==> config.mk <==
export PLATFORM = sky130hd
export DESIGN_NAME = mem_arbiter
export DESIGN_NICKNAME = d
export VERILOG_FILES = /design/src/rtl/mem_arbiter.sv
export SDC_FILE = /design/constraint.sdc
export NUM_CORES = 1
export LEC_CHECK = 0
export ABC_AREA = 1
export CAP_MARGIN = 20
export CORE_ASPECT_RATIO = 0.6
export CORE_UTILIZATION = 45
export CTS_BUF_LIST = sky130_fd_sc_hd__clkbuf_8 sky130_fd_sc_hd__clkbuf_16
export CTS_CLUSTER_DIAMETER = 120
export DETAILED_ROUTE_END_ITERATION = 8
export GPL_TIMING_DRIVEN = 0
export PLACE_DENSITY = 0.86
export SYNTH_ARGS = -nofsm -noshare
export SYNTH_HDL_FRONTEND = slang
export SYNTH_SLANG_ARGS = --single-unit
==> constraint.sdc <==
create_clock -name i_clk -period 3.6 [get_ports i_clk]
set_clock_uncertainty 0.05 [all_clocks]
set_input_delay 0.72 -clock i_clk [delete_from_list [all_inputs] [get_ports i_clk]]
set_output_delay 0.72 -clock i_clk [all_outputs]
set_load 0.02 [all_outputs]
==> src/rtl/mem_arbiter.sv <==
// mem_arbiter: two-requester arbiter for the single mem4k port with in-order read return routing
module mem_arbiter #(
    parameter int AW         = 16,
    parameter int DW         = 16,
    parameter int RD_LATENCY = 1,
    parameter int FIXED_PRIO = 0
) (
    input  logic          i_clk,
    input  logic          i_reset,
    input  logic          i_req0_rd,
    input  logic          i_req0_wr,
    input  logic [AW-1:0] i_req0_addr,
    input  logic [DW-1:0] i_req0_wrdata,
    output logic          o_req0_ack,
    output logic [DW-1:0] o_req0_rddata,
    output logic          o_req0_rdvalid,
    input  logic          i_req1_rd,
    input  logic          i_req1_wr,
    input  logic [AW-1:0] i_req1_addr,
    input  logic [DW-1:0] i_req1_wrdata,
    output logic          o_req1_ack,
    output logic [DW-1:0] o_req1_rddata,
    output logic          o_req1_rdvalid,
    output logic [AW-1:0] o_mem_addr,
    output logic          o_mem_rd,
    output logic          o_mem_wr,
    output logic [DW-1:0] o_mem_wrdata,
    input  logic [DW-1:0] i_mem_rddata
);
    logic                  act0, act1, gnt0, gnt1, rv0, rv1;
    logic                  last_grant, mem_owner;
    logic [RD_LATENCY-1:0] tag_v, tag_o;
    logic [DW-1:0]         rddata0_q, rddata1_q;

    // grant selection (ties go to the requester that did not win last) and read-return decode
    always_comb begin
        act0 = i_req0_rd | i_req0_wr;
        act1 = i_req1_rd | i_req1_wr;
        gnt0 = act0 & (!act1 || FIXED_PRIO != 0 || last_grant);
        gnt1 = act1 & !gnt0;
        rv0  = tag_v[RD_LATENCY-1] & !tag_o[RD_LATENCY-1];
        rv1  = tag_v[RD_LATENCY-1] & tag_o[RD_LATENCY-1];
    end

    assign o_req0_ack     = gnt0;
    assign o_req1_ack     = gnt1;
    assign o_req0_rdvalid = rv0;
    assign o_req1_rdvalid = rv1;
    assign o_req0_rddata  = rv0 ? i_mem_rddata : rddata0_q;
    assign o_req1_rddata  = rv1 ? i_mem_rddata : rddata1_q;

    // register the granted command onto the memory port; write wins over read
    always_ff @(posedge i_clk) begin
        if (i_reset) begin
            o_mem_rd     <= 1'b0;
            o_mem_wr     <= 1'b0;
            o_mem_addr   <= '0;
            o_mem_wrdata <= '0;
            mem_owner    <= 1'b0;
            last_grant   <= 1'b1;
        end else begin
            o_mem_rd <= gnt0 ? i_req0_rd & !i_req0_wr : gnt1 & i_req1_rd & !i_req1_wr;
            o_mem_wr <= gnt0 ? i_req0_wr : gnt1 & i_req1_wr;
            if (gnt0 | gnt1) begin
                o_mem_addr   <= gnt0 ? i_req0_addr : i_req1_addr;
                o_mem_wrdata <= gnt0 ? i_req0_wrdata : i_req1_wrdata;
                mem_owner    <= gnt1;
                last_grant   <= gnt1;
            end
        end
    end

    // owner tags follow each issued read until its data arrives; returned data is held per requester
    always_ff @(posedge i_clk) begin
        if (i_reset) begin
            tag_v     <= '0;
            tag_o     <= '0;
            rddata0_q <= '0;
            rddata1_q <= '0;
        end else begin
            tag_v[0] <= o_mem_rd;
            tag_o[0] <= mem_owner;
            for (int i = 1; i < RD_LATENCY; i++) begin
                tag_v[i] <= tag_v[i-1];
                tag_o[i] <= tag_o[i-1];
            end
            if (rv0) rddata0_q <= i_mem_rddata;
            if (rv1) rddata1_q <= i_mem_rddata;
        end
    end
endmodule
### Yosys cells after proc, flatten, opt, wreduce, memory -nomap -nowiden

Index checks and enable logic that the tools add are counted.

* logic and storage cells: 33
* bits in registers: 70

* reduce and logical (&&, ||, !) cells: 6
* bitwise gates (word level): 11
* muxes and demuxes: 6

Operators by type and width (number)
* two-way mux 16 bit: 4
* AND 1 bit: 8
* logical NOT 1 bit: 5
* bitwise OR 1 bit: 3
* two-way mux 1 bit: 2
* logical OR 1 bit: 1

### Logic depth before layout (Yosys ltp)

* depth after elaboration: 9
* depth in mapped cells: 8
* mapped depth without buffers: 6

### Worst setup path after synthesis

No wires, ideal clock.

* kind: input to output
* start point: in i_req1_wr
* end point: out o_req1_ack
* arrival: 1473 ps
* stages: 4
* buffers on the path: 0
* slack: 1357 ps
* required time: 2830 ps
* cell sequence: nor2_2 nor2_1 nor2_1 nor2_1

* cells in the longest elaborated chain, start to end: 6

RTL lines
* start, declared: line 18 `input logic i_req1_wr,`
* bitwise OR 1 bit: line 38 `act1 = i_req1_rd | i_req1_wr;`
* logical NOT 1 bit: line 39 `gnt0 = act0 & (!act1 || FIXED_PRIO != 0 || last_grant);`
* logical OR 1 bit: line 39
* AND 1 bit: line 39
* via o_req0_ack: line 14 `output logic o_req0_ack,`
* logical NOT 1 bit: line 40 `gnt1 = act1 & !gnt0;`
* AND 1 bit: line 40
* end, declared: line 21 `output logic o_req1_ack,`

The timed path passes the listed nets, and every way through them passes these cells.

### Final worst setup path

* start point: in i_req1_wr
* end point: out o_req0_ack

* cells in the longest elaborated chain, start to end: 4

RTL lines (line)
* bitwise OR 1 bit: 38
* logical NOT 1 bit: 39
* logical OR 1 bit: 39
* AND 1 bit: 39
* end, declared: 14

No other way between the ends.

==> out/metrics.yaml <==
global_route:
  grt_max_degree: 13
  overflow: 0
  top_usage_layer: "met2"
  grt_usage_pct: 28.2
  grt_pass1_vias: 3690
  grtUsageMet2_pct: 45.3
  grt_pass1_wl_um: 17500
  grt.met3_usage_pct: 6.12
  use_met1_pct: 37.7
  antenna_found_initial: 0
layout:
  final_cells: 773
  nNetsFinal: 750
  area_delta_synth_final_pct: 59.5
  drive_gt1_share_pct: 12.6
  utilization_pct: 74.8
  diodes: 0
synthesis:
  synth_area_leaders: "dfxtp_1 (41%), nor2_1 (11%), inv_1 (9.6%), o21ai_0 (6.8%), a21oi_2 (5.6%)"
  synthesis.area_mm2: 0.00343
  synth-edff-count: 0
  synth_seq_cells: 70
  seq_area_frac_synth_pct: 40.8
  synth_top_area_share_pct: 40.8
  ys_async_sr_fraction_pct: 0
  syn_nets: 585
  ys.warnings.count: 0
  ys.flop_type: "dfxtp_1"
  syn_inst: 499
  synth_largest_area_cell: "dfxtp_1"
  synthTopCellsByCount: "nor2_1 (102), inv_1 (88), dfxtp_1 (70)"
  syn_avg_cell_area_um2: 6.88
  yosysMostFrequentCell: "nor2_1"
  ys_types: 24
detailed_routing:
  drtAntennaViolNets: 0
  drc: 0
  first_pass_iters: 5
  wl_um: 11100
  wl_per_cell_um: 14.3
  vias: 3780
  viasPerCell: 4.89
  drtIter0Drc: 287
worst_setup_path:
  cp-start-kind: "input port"
  path_cells: "clkdlybuf4s50_1, nor2_2, nor2_1, nor2_1, clkdlybuf4s50_1"
  crit_required_ns: 2.83
  path_buf_inv: 2
  crit_type: "input port to output port"
  worstPathMaxFanout: 4
  max_stage_delay_ns: 0.66
  critPathArrivalTime_ns: 2.35
  cp_top_family: "buffers and inverters"
  cp_slowest_cell: "clkdlybuf4s50_1"
  endpoint_kind: "output port"
sta:
  rsz0062_at_grt: "no"
  setup_viol: 0
  max_slew_margin_pct: 61.0
  maxSlewViolCount: 0
  setup_tns_ns: 0
  post-route-period-util_pct: 86.7
  worstMarginPinSlew_ns: 0.585
  hold_viol: 0
  period_needed_ns: 3.12
  fmax_mhz: 320
clock_network:
  h-tree-depth: 3
  cts_resized: 0
  cts_hold_buf: 0
  cts.sinks: 70
  insertion_delay_ns: 0.33
  cts_buffer_depth: 2
  cts_tree: "done"
  cts_setup_buffers: 0
  clk_pin_slew_ns: 0.06
  cts_made_buffers: 9
  cts-root-buf: "clkbuf_16"
floorplan:
  die_x_um: 115
  pin_count: 156
  core-area_mm2: 0.00733
  dieArea_mm2: 0.00800
  start_util_pct: 46.9
  num_rows: 24
  die_y_um: 69.7
power:
  p_int_mw: 1.84
  power_density_mw_per_mm2: 448
  p_leak_nw: 2.77
  netSwitchingPower_mw: 0.617
  seq_power_share_pct: 34.4
  comb_power_share_pct: 20.8
  peakVddDrop_mv: 0.317
  clockPowerShare_pct: 44.8
  p_sw_share_pct: 25.2
place:
  place_inst: 757
  dp.final_hpwl_um: 8510
  gp_congestion: 0.884
  port_buffers: 154
run_status:
  status: "finished, final reports clean"
flow_run:
  cap_viol_max_count: 0
hold_path:
  hold_path_class: "flip-flop to flip-flop"
[sequential cells by signal (all words and copies together) (netlist names), 16 cells and up]
register / flops
rddata1_q: 16
o_mem_addr: 16
o_mem_wrdata: 16
rddata0_q: 16
[per-layer routing]
layer | share of wire (%) | wire length [um]
met3 | 6.5 | 717
met1 | 46 | 5120
met2 | 46 | 5070
met5 | 0 | 0
met4 | 1.4 | 159
[worst reg2reg max path, delay by kind of cell (launching register included)]
kind	cells	cell delay [ns]
buf+inv	2	0.38
flops	1	0.32
compound gates	1	0.14
simple gates	3	0.54
[cell usage in the layout, fill, tap and decap left out]
| cell | instances |
|---|---|
| a211oi_1 | 1 |
| a21oi_1 | 12 |
| a21oi_2 | 22 |
| buf_2 | 10 |
| buf_4 | 2 |
| buf_6 | 10 |
| bufinv_16 | 4 |
| clkbuf_1 | 10 |
| clkbuf_16 | 9 |
| clkbuf_2 | 1 |
| clkbuf_8 | 1 |
| clkdlybuf4s50_1 | 154 |
| clkinv_2 | 1 |
| clkinvlp_4 | 1 |
| dfxtp_1 | 70 |
| inv_1 | 88 |
| inv_2 | 1 |
| nand2_1 | 49 |
| nand2_2 | 2 |
| nand3_1 | 32 |
| nand3b_1 | 1 |
| nor2_1 | 102 |
| nor2_2 | 1 |
| nor2_4 | 1 |
| o211ai_1 | 2 |
| o21ai_0 | 47 |
| o21ai_1 | 16 |
| o21ai_2 | 2 |
| or2_1 | 1 |
| or2_2 | 16 |
[power by group through the flow]
stage	clock network (mW)	logic, mW	registers [mW]
floorplan	0	0.214	0.897
CTS	1.11	0.509	0.843
finish	1.10	0.511	0.843
global route	1.14	0.551	0.847
global placement	0	0.492	0.857
detailed placement	0	0.506	0.858
[through the flow]
step	instance area (um2)	power (mW)	hold WS [ns]	worst slack (ns)
2_1_floorplan	3430	1.11	0.361	1.36
3_3_place_gp	5110	1.35	0.365	0.524
3_5_place_dp	5110	1.36	0.375	0.494
4_1_cts	5480	2.46	0.387	0.485
5_1_grt	5480	2.54	0.398	0.410
6_report	5480	2.45	0.381	0.477
[logic make-up after synthesis]
logic type | Yosys count | share of synthesized area [%]
buffers and inverters | 122 | 16.1
AOI/OAI and AO/OA | 102 | 17.7
and+or+nand+nor | 205 | 25.4
DFF | 70 | 40.8
[final timing paths]
path,start,to,slack [ns],depth (start not counted)
worst max register to register,tag_v,rddata1_q[13],2.03,6
worst max-delay path,i_req1_wr,o_req0_ack,0.48,5
worst min-delay path,o_mem_rd,tag_v,0.38,2
worst min register to register,o_mem_rd,tag_v,0.38,2
[final cells by class]
class	instances	area [um2]
Clock buffer	10	239
Tap cell	104	130
Multi-Input combinational cell	307	1480
Buffer	33	220
Clock inverter	6	133
Sequential cell	70	1400
Fill cell	596	1850
Timing Repair Buffer	154	1540
Inverter	89	334
Power figures use the tool's default switching activity.
